<file path="src/rtl/uart_pkg.sv">
`default_nettype none
// ============================================================================
//  Module      : uart_pkg
//  Description : Shared definitions for the UART frame loader: FSM state
//                encoding, frame header bytes and default image geometry.
//  Revision    : 1.0 - initial release
// ============================================================================
package uart_pkg;

  typedef enum logic [1:0] {
    S_HDR0  = 2'd0,
    S_HDR1  = 2'd1,
    S_PIX   = 2'd2,
    S_CKSUM = 2'd3
  } state_e;

  localparam logic [7:0] HDR0_BYTE = 8'hAA;
  localparam logic [7:0] HDR1_BYTE = 8'h55;

  localparam int DEF_IMG_W = 28;
  localparam int DEF_IMG_H = 28;
  localparam int IMG_PIX   = DEF_IMG_W * DEF_IMG_H;

  function automatic int img_pix(input int w, input int h);
    return w * h;
  endfunction

endpackage
`default_nettype wire

</file>
<file path="src/rtl/uart_byte_strobe.sv">
`default_nettype none
// ============================================================================
//  Module      : uart_byte_strobe
//  Description : Turns the UART receiver's rx_done level (one or more cycles
//                high per byte) into a single-cycle byte_vld on its rising
//                edge, with the byte sampled in that same cycle.
//  Ports       : clk, rst_n   - clock, asynchronous active-low reset
//                rx_done      - byte strobe from the receiver
//                rx_data      - received byte
//                byte_vld     - one cycle per received byte
//                rx_byte      - byte qualified by byte_vld
//  Revision    : 1.0 - initial release
// ============================================================================
module uart_byte_strobe (
  input  logic       clk,
  input  logic       rst_n,
  input  logic       rx_done,
  input  logic [7:0] rx_data,
  output logic       byte_vld,
  output logic [7:0] rx_byte
);

  logic rx_done_q;

  always_ff @(posedge clk or negedge rst_n) begin
    if (!rst_n) rx_done_q <= 1'b0;
    else        rx_done_q <= rx_done;
  end

  // Edge detect against the delayed copy: a long-held rx_done yields one byte.
  assign byte_vld = rx_done & ~rx_done_q;
  assign rx_byte  = rx_data;

endmodule
`default_nettype wire

</file>
<file path="src/rtl/uart_frame_loader.sv">
`default_nettype none
// ============================================================================
//  Module      : uart_frame_loader
//  Description : Finds a two-byte header (HDR0, HDR1) in the UART byte stream
//                and writes the following IMG_W*IMG_H pixel bytes row-major
//                into the image buffer. Reports frame completion, abort
//                (inter-byte timeout / checksum) and frames refused because
//                the buffer is busy.
//  Options     : UART_CKSUM_EN - when defined, one trailing checksum byte
//                (8-bit sum of the pixels) is expected after the pixels.
//  Ports       : clk, rst_n   - clock, asynchronous active-low reset
//                rx_done      - byte strobe from the UART receiver
//                rx_data      - received byte
//                img_busy     - inference is reading the buffer
//                wr_en/wr_addr/wr_data - pixel buffer write port
//                frame_done   - pulse, frame completely written
//                frame_err    - pulse, frame aborted
//                frame_drop   - pulse, header refused while busy
//                loading      - frame load in progress
//  Revision    : 1.0 - initial release
// ============================================================================
module uart_frame_loader
  import uart_pkg::*;
#(
  parameter int          IMG_W       = DEF_IMG_W,
  parameter int          IMG_H       = DEF_IMG_H,
  parameter int          ADDR_W      = 10,
  parameter logic [7:0]  HDR0        = HDR0_BYTE,
  parameter logic [7:0]  HDR1        = HDR1_BYTE,
  parameter logic [23:0] TIMEOUT_CLK = 24'd5_000_000
) (
  input  logic              clk,
  input  logic              rst_n,
  input  logic              rx_done,
  input  logic [7:0]        rx_data,
  input  logic              img_busy,
  output logic              wr_en,
  output logic [ADDR_W-1:0] wr_addr,
  output logic [7:0]        wr_data,
  output logic              frame_done,
  output logic              frame_err,
  output logic              frame_drop,
  output logic              loading
);

  localparam int                N_PIX    = IMG_W * IMG_H;
  localparam logic [ADDR_W-1:0] LAST_PIX = ADDR_W'(N_PIX - 1);

  logic       byte_vld;
  logic [7:0] rx_byte;

  uart_byte_strobe u_strobe (
    .clk      (clk),
    .rst_n    (rst_n),
    .rx_done  (rx_done),
    .rx_data  (rx_data),
    .byte_vld (byte_vld),
    .rx_byte  (rx_byte)
  );

  state_e            state_q, state_d;
  logic [ADDR_W-1:0] cnt_q, cnt_d;
  logic [23:0]       tout_q, tout_d;
  logic              wr_en_q, wr_en_d;
  logic [ADDR_W-1:0] wr_addr_q, wr_addr_d;
  logic [7:0]        wr_data_q, wr_data_d;
  logic              done_q, done_d;
  logic              err_q, err_d;
  logic              drop_q, drop_d;
  logic              loading_q, loading_d;
`ifdef UART_CKSUM_EN
  logic [7:0]        cksum_q, cksum_d;
`endif

  // Timeout fires on the clock that would bring the counter to TIMEOUT_CLK.
  // An accepted byte in that same cycle takes priority (see FSM ordering).
  logic tout_hit;
  assign tout_hit = (tout_q == TIMEOUT_CLK - 24'd1);

  always_comb begin
    state_d   = state_q;
    cnt_d     = cnt_q;
    wr_en_d   = 1'b0;
    wr_addr_d = wr_addr_q;
    wr_data_d = wr_data_q;
    done_d    = 1'b0;
    err_d     = 1'b0;
    drop_d    = 1'b0;
    loading_d = loading_q;
`ifdef UART_CKSUM_EN
    cksum_d   = cksum_q;
`endif
    tout_d    = (state_q == S_HDR0 || byte_vld || tout_hit) ? 24'd0 : tout_q + 24'd1;

    case (state_q)
      S_HDR0: begin
        if (byte_vld && rx_byte == HDR0) state_d = S_HDR1;
      end
      S_HDR1: begin
        if (byte_vld) begin
          if (rx_byte == HDR1) begin
            if (img_busy) begin
              drop_d  = 1'b1;
              state_d = S_HDR0;
            end else begin
              state_d   = S_PIX;
              cnt_d     = '0;
              loading_d = 1'b1;
`ifdef UART_CKSUM_EN
              cksum_d   = 8'd0;
`endif
            end
          end else if (rx_byte != HDR0) begin
            // A repeated HDR0 keeps us here so "AA AA 55" still syncs.
            state_d = S_HDR0;
          end
        end else if (tout_hit) begin
          err_d   = 1'b1;
          state_d = S_HDR0;
        end
      end
      S_PIX: begin
        if (byte_vld) begin
          wr_en_d   = 1'b1;
          wr_addr_d = cnt_q;
          wr_data_d = rx_byte;
`ifdef UART_CKSUM_EN
          cksum_d   = cksum_q + rx_byte;
`endif
          if (cnt_q == LAST_PIX) begin
`ifdef UART_CKSUM_EN
            state_d   = S_CKSUM;
`else
            done_d    = 1'b1;
            loading_d = 1'b0;
            state_d   = S_HDR0;
`endif
          end else begin
            cnt_d = cnt_q + 1'b1;
          end
        end else if (tout_hit) begin
          err_d     = 1'b1;
          loading_d = 1'b0;
          state_d   = S_HDR0;
        end
      end
`ifdef UART_CKSUM_EN
      S_CKSUM: begin
        if (byte_vld) begin
          done_d    = (rx_byte == cksum_q);
          err_d     = (rx_byte != cksum_q);
          loading_d = 1'b0;
          state_d   = S_HDR0;
        end else if (tout_hit) begin
          err_d     = 1'b1;
          loading_d = 1'b0;
          state_d   = S_HDR0;
        end
      end
`endif
      default: state_d = S_HDR0;
    endcase
  end

  always_ff @(posedge clk or negedge rst_n) begin
    if (!rst_n) begin
      state_q   <= S_HDR0;
      cnt_q     <= '0;
      tout_q    <= 24'd0;
      wr_en_q   <= 1'b0;
      wr_addr_q <= '0;
      wr_data_q <= 8'd0;
      done_q    <= 1'b0;
      err_q     <= 1'b0;
      drop_q    <= 1'b0;
      loading_q <= 1'b0;
`ifdef UART_CKSUM_EN
      cksum_q   <= 8'd0;
`endif
    end else begin
      state_q   <= state_d;
      cnt_q     <= cnt_d;
      tout_q    <= tout_d;
      wr_en_q   <= wr_en_d;
      wr_addr_q <= wr_addr_d;
      wr_data_q <= wr_data_d;
      done_q    <= done_d;
      err_q     <= err_d;
      drop_q    <= drop_d;
      loading_q <= loading_d;
`ifdef UART_CKSUM_EN
      cksum_q   <= cksum_d;
`endif
    end
  end

  assign wr_en      = wr_en_q;
  assign wr_addr    = wr_addr_q;
  assign wr_data    = wr_data_q;
  assign frame_done = done_q;
  assign frame_err  = err_q;
  assign frame_drop = drop_q;
  assign loading    = loading_q;

endmodule
`default_nettype wire

</file>
<file path="config.mk">
export PLATFORM = sky130hd
export DESIGN_NAME = uart_frame_loader
export DESIGN_NICKNAME = d
export VERILOG_FILES = /design/src/rtl/uart_pkg.sv /design/src/rtl/uart_byte_strobe.sv /design/src/rtl/uart_frame_loader.sv
export SDC_FILE = /design/constraint.sdc
export NUM_CORES = 1
export LEC_CHECK = 0
export ABC_AREA = 1
export CORE_UTILIZATION = 23
export CTS_CLUSTER_DIAMETER = 80
export CTS_CLUSTER_SIZE = 10
export DETAILED_ROUTE_END_ITERATION = 6
export GPL_TIMING_DRIVEN = 1
export SLEW_MARGIN = 10
export SYNTH_ARGS = -nofsm -noshare
export SYNTH_HDL_FRONTEND = slang
export SYNTH_SLANG_ARGS = --single-unit
</file>
<file path="constraint.sdc">
create_clock -name clk -period 3.45 [get_ports clk]
set_input_delay 0.5175 -clock clk [delete_from_list [all_inputs] [get_ports clk]]
set_output_delay 0.5175 -clock clk [all_outputs]
set_load 0.02 [all_outputs]
</file>
# == Word-level counts from Yosys, hierarchy flattened ==
# Index checks and enable logic that the tools add are counted.
# op_classes
eq_ne,16
bitwise_logic,2
addsub,2
n_reduce_logical,10
n_mux,35
# op_table
cell,n
2-to-1 mux 10 bit,5
adder 24 x 1 -> 24 bit (second input constant),1
== test 24 x 23 -> 1 bit (second input constant),1
2-to-1 mux 24 bit,1
case mux 10 bit (2 select lines),1
2-to-1 mux 1 bit,18
2-to-1 mux 2 bit,8
AND reduction 6 bit,2
adder 10 x 1 -> 10 bit (second input constant),1
== test 10 bit (second input constant),1
inequality test 2 bit (second input constant),5
== test 8 x 7 -> 1 bit (second input constant),1
== test 8 bit (second input constant),1
inequality test 8 bit (second input constant),1
inequality test 3 bit (second input constant),2
case mux 2 bit (3 select lines),1
inequality test 4 bit (second input constant),1
AND reduction 3 bit,1
== test 2 x 1 -> 1 bit (second input constant),1
== test 2 bit (second input constant),1
zero test 2 bit,1
logical OR 1 bit,2
inequality test 2 x 1 -> 1 bit (second input constant),1
case mux 1 bit (2 select lines),1
6 further kinds,6
# word_totals
in_bits,12
regBits,60

# == Logic depth before layout (Yosys ltp) ==
# Gate-level depths: netlist (run 1).
# depth
word_depth,5
mapped_depth,10
ltp_nobuf,10

# == Cells and area by module ==
# From an unflattened synthesis (run 1), not the netlist that was laid out.
# unflattened
cells_unflattened,420
hier_area_um2,3273.1
# modules_own_cells
mod,seq_area_each_um2,n_inst,cells_each,area_per_inst_um2
uart_frame_loader,1476.4,1,409,3178.0
uart_byte_strobe,25.0,1,11,95.1

# == Worst setup path before layout (run 1) ==
# OpenSTA, ideal clock, no wires.
# synth_path
kind,reg2reg
from,reg state_q[0]
to,reg wr_addr_q[0] (netlist: wr_addr[0])
setup_time_ns,0.130
arrival_time_ns,1.377
slack_ns,1.943
n_path_buf,1
synth_period_minus_slack_ns,1.507
required_time_ns,3.320
stages_incl_launch_ff,9
path_cell_list,dfrtp_1 inv_1 ha_1 inv_1 nor2_2 inv_1 clkbuf_1 nand2_1 o21ai_0
# synth_via
elab_chain_len,2
# synth_lines
element,line_no,rtl
"start, declared",uart_frame_loader.sv:61,"state_e state_q, state_d;"
"start signal, assigned",uart_frame_loader.sv:181,state_q <= state_d;
== test 2 bit,uart_frame_loader.sv:95,case (state_q)
AND reduction 2 bit (no line),--,
"end signal, assigned",uart_frame_loader.sv:185,wr_addr_q <= wr_addr_d;
"end, declared",uart_frame_loader.sv:65,"logic [ADDR_W-1:0] wr_addr_q, wr_addr_d;"
# Every way passes these cells.
# A chain may end at the register's enable or synchronous reset.

# == Worst setup path after layout (run 1) ==
# layout_path
from,reg state_q[0]
to,reg wr_addr_q[7] (netlist: wr_addr[7])
# The elaborated chain is that of the path after synthesis.

==> flow_summary_export.csv, run 1 <==
group,metric,value,unit
run_status,status,"finished clean",
setup_path,worstPathRequired,3.68,ns
cells_and_area,antenna_cells,0,
setup_path,reg2reg_to,"wr_addr[7]",
routing,num_vias,2847,
grt,grt_pass1_vias,2791,
sta,period_share,68.0,%
cells_and_area,layout-drive-gt1-share,10.4,%
clock_tree,clk_pin_slew_worst_paths,0.06,ns
sta,final-hold-violation-count,0,
sta,slew_viol_final,0,
clock_tree,clk_path_buf_depth,2,
setup_path,r2r_slack,1.10,ns
clock_tree,htree_levels,3,
setup_path,start_kind,"flip-flop",
pwr,total_power,2000,uW
yosys,synth_ff_type,"dfrtp_1",
sta,layout_min_cycle_time,2.35,ns
yosys,synth_top_area_cell,"dfrtp_1",
yosys,syn-num-nets,438,
routing,ant_nets,0,
sta,max_slew_margin,27.8,%
yosys,syn_area_per_cell,7.77,um^2
placement,routabilityCongestion,0.879,
clock_tree,cts_sinks,60,
yosys,synth_cell_types,32,
yosys,synth_common_cells,"114 x nand2_1, 61 x nor2_1, 60 x dfrtp_1, 48 x inv_1, 23 x nand3_1",
pwr,ir_worst_vdd,247,uV
clock_tree,cts_hold_buf,0,
pwr,p_seq_share,37.7,%
pwr,powerDensity,487,nW/um^2
setup_path,r2r_cells,6,
yosys,async_reset_ff_share,100,%
die,start_util,23.5,%
yosys,synth.area.top_cells,"dfrtp_1 46%, nand2_1 13%, nor2_1 7.0%, inv_1 5.5%, nand3_1 3.5%",
grt,antenna_found_initial,0,
clock_tree,cts_resized,0,
grt,grt_max_degree,49,
yosys,yosys_warnings,0,
setup_path,r2r_start,"state_q[0]",
grt,overflow,0,
pwr,p_clk_share,52.4,%
clock_tree,cts_root_buf,"clkbuf_16",
routing,drt_wl_total,7850,um
worst_hold_path,hp-class,"in2async",
cells_and_area,final_util,29.6,%
clock_tree,cts_tree,"yes",
die,rows,43,
job,maxCapViolations,0,
pwr,p_int,1500,uW
sta,report.final.setup_viol,0,
placement,port_buffers,34,
pwr,comb_power_share,9.9,%
die,io_pins,35,
pwr,p_leak,0.00182,uW
yosys,syn_area,3260,um^2
die,dieWidth,121,um
yosys,ys_ff_latch,60,
cells_and_area,area_growth,26.0,%
routing,dr.pass1.iters,7,
pwr,sw_frac_of_total,25.3,%
routing,via_per_inst,4.43,
setup_path,endpoint_kind,"flip-flop",
routing,wl_per_cell,12.2,um
placement,dp_hpwl,5670,um
pwr,p_switching,506,uW
setup_path,worstPathArrival,2.58,ns
sta,worst_clock_skew,0.00344,ns
yosys,synth_edf_count,0,
yosys,yosysSeqAreaShare,46.0,%
sta,max_freq,426,MHz
yosys,synth.most_common_cell,"nand2_1",
sta,setup_tns,0,ns
die,dieArea,14700,um^2
sta,worst_pin_slew,1.08,ns
grt,grt_pass1_wl,13300,um
die,fp.coreArea,13900,um^2
clock_tree,clk_latency,0.33,ns
routing,route.detailed.drc,0,
die,die_y,121,um
routing,drt-initial-drc-count,187,
setup_path,crit_type,"reg2reg",
yosys,synth_top_area_share,46.0,%
setup_path,crit_fanout,32,
sta,rsz0062_at_grt,"no",
grt,grt_usage,11.6,%
cells_and_area,fin_nets,476,
clock_tree,cts_buffers,9,
clock_tree,post_cts_buffers,0,
yosys,syn_inst,420,
## power groups by stage
stage	combinational [uW]	clock, uW	sequential (uW)
final	199	1050	756
after global routing	228	1100	759
after global placement	198	0	766
after CTS	204	1060	755
after detailed placement	202	0	767
after floorplan	161	0	761
## worst max-delay path, stage by stage, from the launching register on
cell,delay [ns]
dfrtp_1,0.42
inv_1,0.10
ha_1,0.41
inv_1,0.21
nor2_2,0.32
inv_1,0.43
o21ai_0,0.34
## cell families (layout without fill, tap and decap cells)
group / count (synthesis) / in the layout / share of synthesized area [%]
buf+inv: 60 / 103 / 8.01
xor+xnor: 12 / 12 / 3.22
flops: 60 / 60 / 46.0
compound gates: 31 / 31 / 5.14
simple gates: 251 / 251 / 35.3
fa+ha+maj: 6 / 6 / 2.30
## registers in the layout (all words and copies together), names as in the netlist, 2 cells and up
name and flops:
tout_q 24, state_q 2, cnt_q 10, wr_data 8
wr_addr 10
## metrics by stage
stage	instance area, um^2	cells	setup WS, ns	hold WS [ns]
after detailed placement	3770	627	1.04	0.461
after global placement	3770	627	1.20	0.468
after floorplan	3260	420	1.94	0.222
after global routing	4110	643	0.810	0.493
after CTS	4110	643	1.09	0.443
final	4110	643	1.10	0.394
## layout by cell type, fill, tap and decap left out, types with 10 or more instances in the layout
| cell | synthesis | final |
|---|---|---|
| nand4_1 | 14 | 14 |
| nand2_1 | 114 | 114 |
| inv_1 | 48 | 48 |
| nor3_1 | 11 | 11 |
| dfrtp_1 | 60 | 60 |
| xor2_1 | 10 | 10 |
| nor2_1 | 61 | 61 |
| nor3_2 | 10 | 10 |
| o21ai_0 | 19 | 19 |
| nand3_1 | 23 | 23 |
| clkdlybuf4s50_1 | 0 | 33 |
## metal layers
layer	share of wire, %	GRT usage [%]	vias to the layer above
met5	0	0	-
met3	5.2	1.79	12
li1	-	-	1422
met1	47	14.9	1325
met4	2.3	6.56	0
met2	46	18.4	88
## layout make-up
| cell class | count | area (um^2) |
|---|---|---|
| Fill cell | 1458 | 9770 |
| Sequential cell | 60 | 1500 |
| Inverter | 52 | 196 |
| Timing Repair Buffer | 35 | 343 |
| Multi-Input combinational cell | 300 | 1500 |
| Clock inverter | 7 | 121 |
| Clock buffer | 9 | 225 |
| Tap cell | 180 | 225 |
## worst max path at each step
stage                    start         end  slack (ns)  cells past startpoint
finish              state_q[0]  wr_addr[7]        1.10                      6
global route        state_q[0]  wr_addr[7]        0.81                      6
CTS                 state_q[0]  wr_data[6]        1.09                      7
detailed placement     rx_done  wr_addr[7]        1.04                      5
global placement       rx_done  wr_addr[0]        1.20                      6
floorplan           state_q[0]  wr_addr[0]        1.94                      8
Note: power is estimated with default switching activity, not from simulation.
==> run 2: changes to the inputs <==
==> constraint.sdc (replaced) <==
create_clock -name clk -period 2.28 [get_ports clk]
set_input_delay 0.342 -clock clk [delete_from_list [all_inputs] [get_ports clk]]
set_output_delay 0.342 -clock clk [all_outputs]
set_load 0.02 [all_outputs]
==> run 2 against run 1 <==
Global-route usage shrank 0.38 points; critical path depth increased by 3; non-clock buffer count up 4; die area did not move; wire length shrank 4.7%; sequential power increased by 51%; total power is 47% higher; fmax increased by 31%; critical path type unchanged; critical endpoint is now cnt_q[2].
==> flow_summary_export.csv, run 2 (synthesized netlist as in run 1, its figures left out) <==
group,metric,value,unit
setup_path,r2r_cells,9,
setup_path,endpoint_kind,"flip-flop",
die,start_util,23.5,%
sta,setup_tns,0,ns
sta,final-hold-violation-count,0,
sta,period_share,78.5,%
sta,slew_viol_final,0,
grt,grt_max_degree,61,
cells_and_area,final_util,29.8,%
grt,overflow,0,
placement,port_buffers,34,
routing,drt-initial-drc-count,138,
sta,rsz0062_at_grt,"no",
clock_tree,cts_buffers,9,
die,rows,43,
clock_tree,cts_sinks,60,
cells_and_area,antenna_cells,0,
die,fp.coreArea,13900,um^2
cells_and_area,area_growth,26.6,%
pwr,ir_worst_vdd,414,uV
setup_path,endpoint,"cnt_q[2]",
setup_path,crit_fanout,16,
grt,antenna_found_initial,0,
sta,worst_pin_slew,0.769,ns
clock_tree,clk_pin_slew_worst_paths,0.05,ns
setup_path,crit_type,"reg2reg",
die,io_pins,35,
placement,routabilityCongestion,0.877,
clock_tree,htree_levels,3,
sta,layout_min_cycle_time,1.79,ns
setup_path,worstPathArrival,2.03,ns
sta,max_freq,559,MHz
routing,drt_wl_total,7480,um
clock_tree,cts_tree,"yes",
cells_and_area,nFillCells,1478,
worst_hold_path,hp-class,"in2async",
placement,place_area,3800,um^2
clock_tree,clk_latency,0.33,ns
setup_path,start_kind,"flip-flop",
setup_path,worstPathRequired,2.52,ns
cells_and_area,largest_register,"tout_q",
grt,grt_usage,11.2,%
die,die_y,121,um
clock_tree,clk_path_buf_depth,2,
sta,max_slew_margin,48.8,%
cells_and_area,layout_common_cells,"114 x nand2_1, 61 x nor2_1, 60 x dfrtp_1",
routing,dr.pass1.iters,6,
setup_path,r2r_slack,0.49,ns
cells_and_area,largest_reg_flops,24,
sta,hold-worst-slack,0.172,ns
routing,via_per_inst,4.35,
grt,grt_pass1_wl,12900,um
die,dieArea,14700,um^2
cells_and_area,stdcell_area,4130,um^2
routing,num_vias,2814,
placement,dp_hpwl,5590,um
setup_path,crit_start,"cnt_q[0]",
routing,route.detailed.drc,0,
sta,worst_clock_skew,0.0100,ns
clock_tree,cts_hold_buf,0,
pwr,p_leak,0.00184,uW
routing,ant_nets,0,
pwr,powerDensity,712,nW/um^2
job,maxCapViolations,0,
clock_tree,cts_resized,0,
sta,report.final.setup_viol,0,
clock_tree,cts_root_buf,"clkbuf_16",
run_status,status,"finished clean",
die,dieWidth,121,um
cells_and_area,final_common_cell,"nand2_1",
grt,grt_pass1_vias,2680,
clock_tree,post_cts_buffers,0,
routing,wl_per_cell,11.6,um
cells_and_area,layout-drive-gt1-share,11.1,%
cells_and_area,fin_nets,480,
setup_path,r2r_start,"cnt_q[0]",
setup_path,reg2reg_to,"cnt_q[2]",
[run 2: cell types whose count changed in the layout (fill, tap and decap cells not counted)]
cell       change
bufinv_16      -1
clkbuf_8       +3
clkinv_2       +1
buf_4          +4
inv_6          -2
clkinv_4       -1
[run 2: worst max-delay path, cell delays in order, from the launching register on]
cell and delay, ns:
dfrtp_1 0.44, ha_1 0.25, nand3_1 0.13, inv_1 0.09
nand3_2 0.11, nand2_1 0.08, nand2_1 0.07, nand2_2 0.23
inv_1 0.12, o21ai_0 0.17
[run 2: worst min path at each step]
| stage | start | to |
|---|---|---|
| global route | rst_n | tout_q[21] |
| CTS | rst_n | tout_q[12] |
| finish | rst_n | tout_q[16] |
| global placement | wr_data[1] | wr_data[1] |
| detailed placement | wr_data[5] | wr_data[5] |
| floorplan | rst_n | cnt_q[0] |
[run 2: stage by stage]
step	std cells	power [uW]	setup WS (ns)
CTS	647	2990	0.486
detailed placement	631	1470	0.250
global placement	631	1460	0.317
global route	647	3090	0.293
finish	647	2940	0.490
floorplan	420	1400	0.773
[run 2: cell type report]
type | count | area [um^2] | share of cell area, %
Tap cell | 180 | 225 | 5.45
Multi-Input combinational cell | 300 | 1500 | 36.3
Clock inverter | 4 | 70.1 | 1.70
Sequential cell | 60 | 1500 | 36.3
Timing Repair Buffer | 39 | 373 | 9.02
Clock buffer | 12 | 267 | 6.45
Inverter | 52 | 196 | 4.75
[run 2: power breakdown]
part	internal [uW]	total [uW]	switching, uW
clock	1040	1500	463
sequential	1100	1140	39.6
combinational	89.3	297	208
[run 2: layer usage]
metal / track usage [%] / wire length (um) / up-vias
met4: 5.17 / 81 / 0
li1: - / - / 1421
met3: 2.54 / 249 / 11
met5: 0 / 0 / -
met2: 17.3 / 3460 / 53
met1: 14.8 / 3680 / 1329
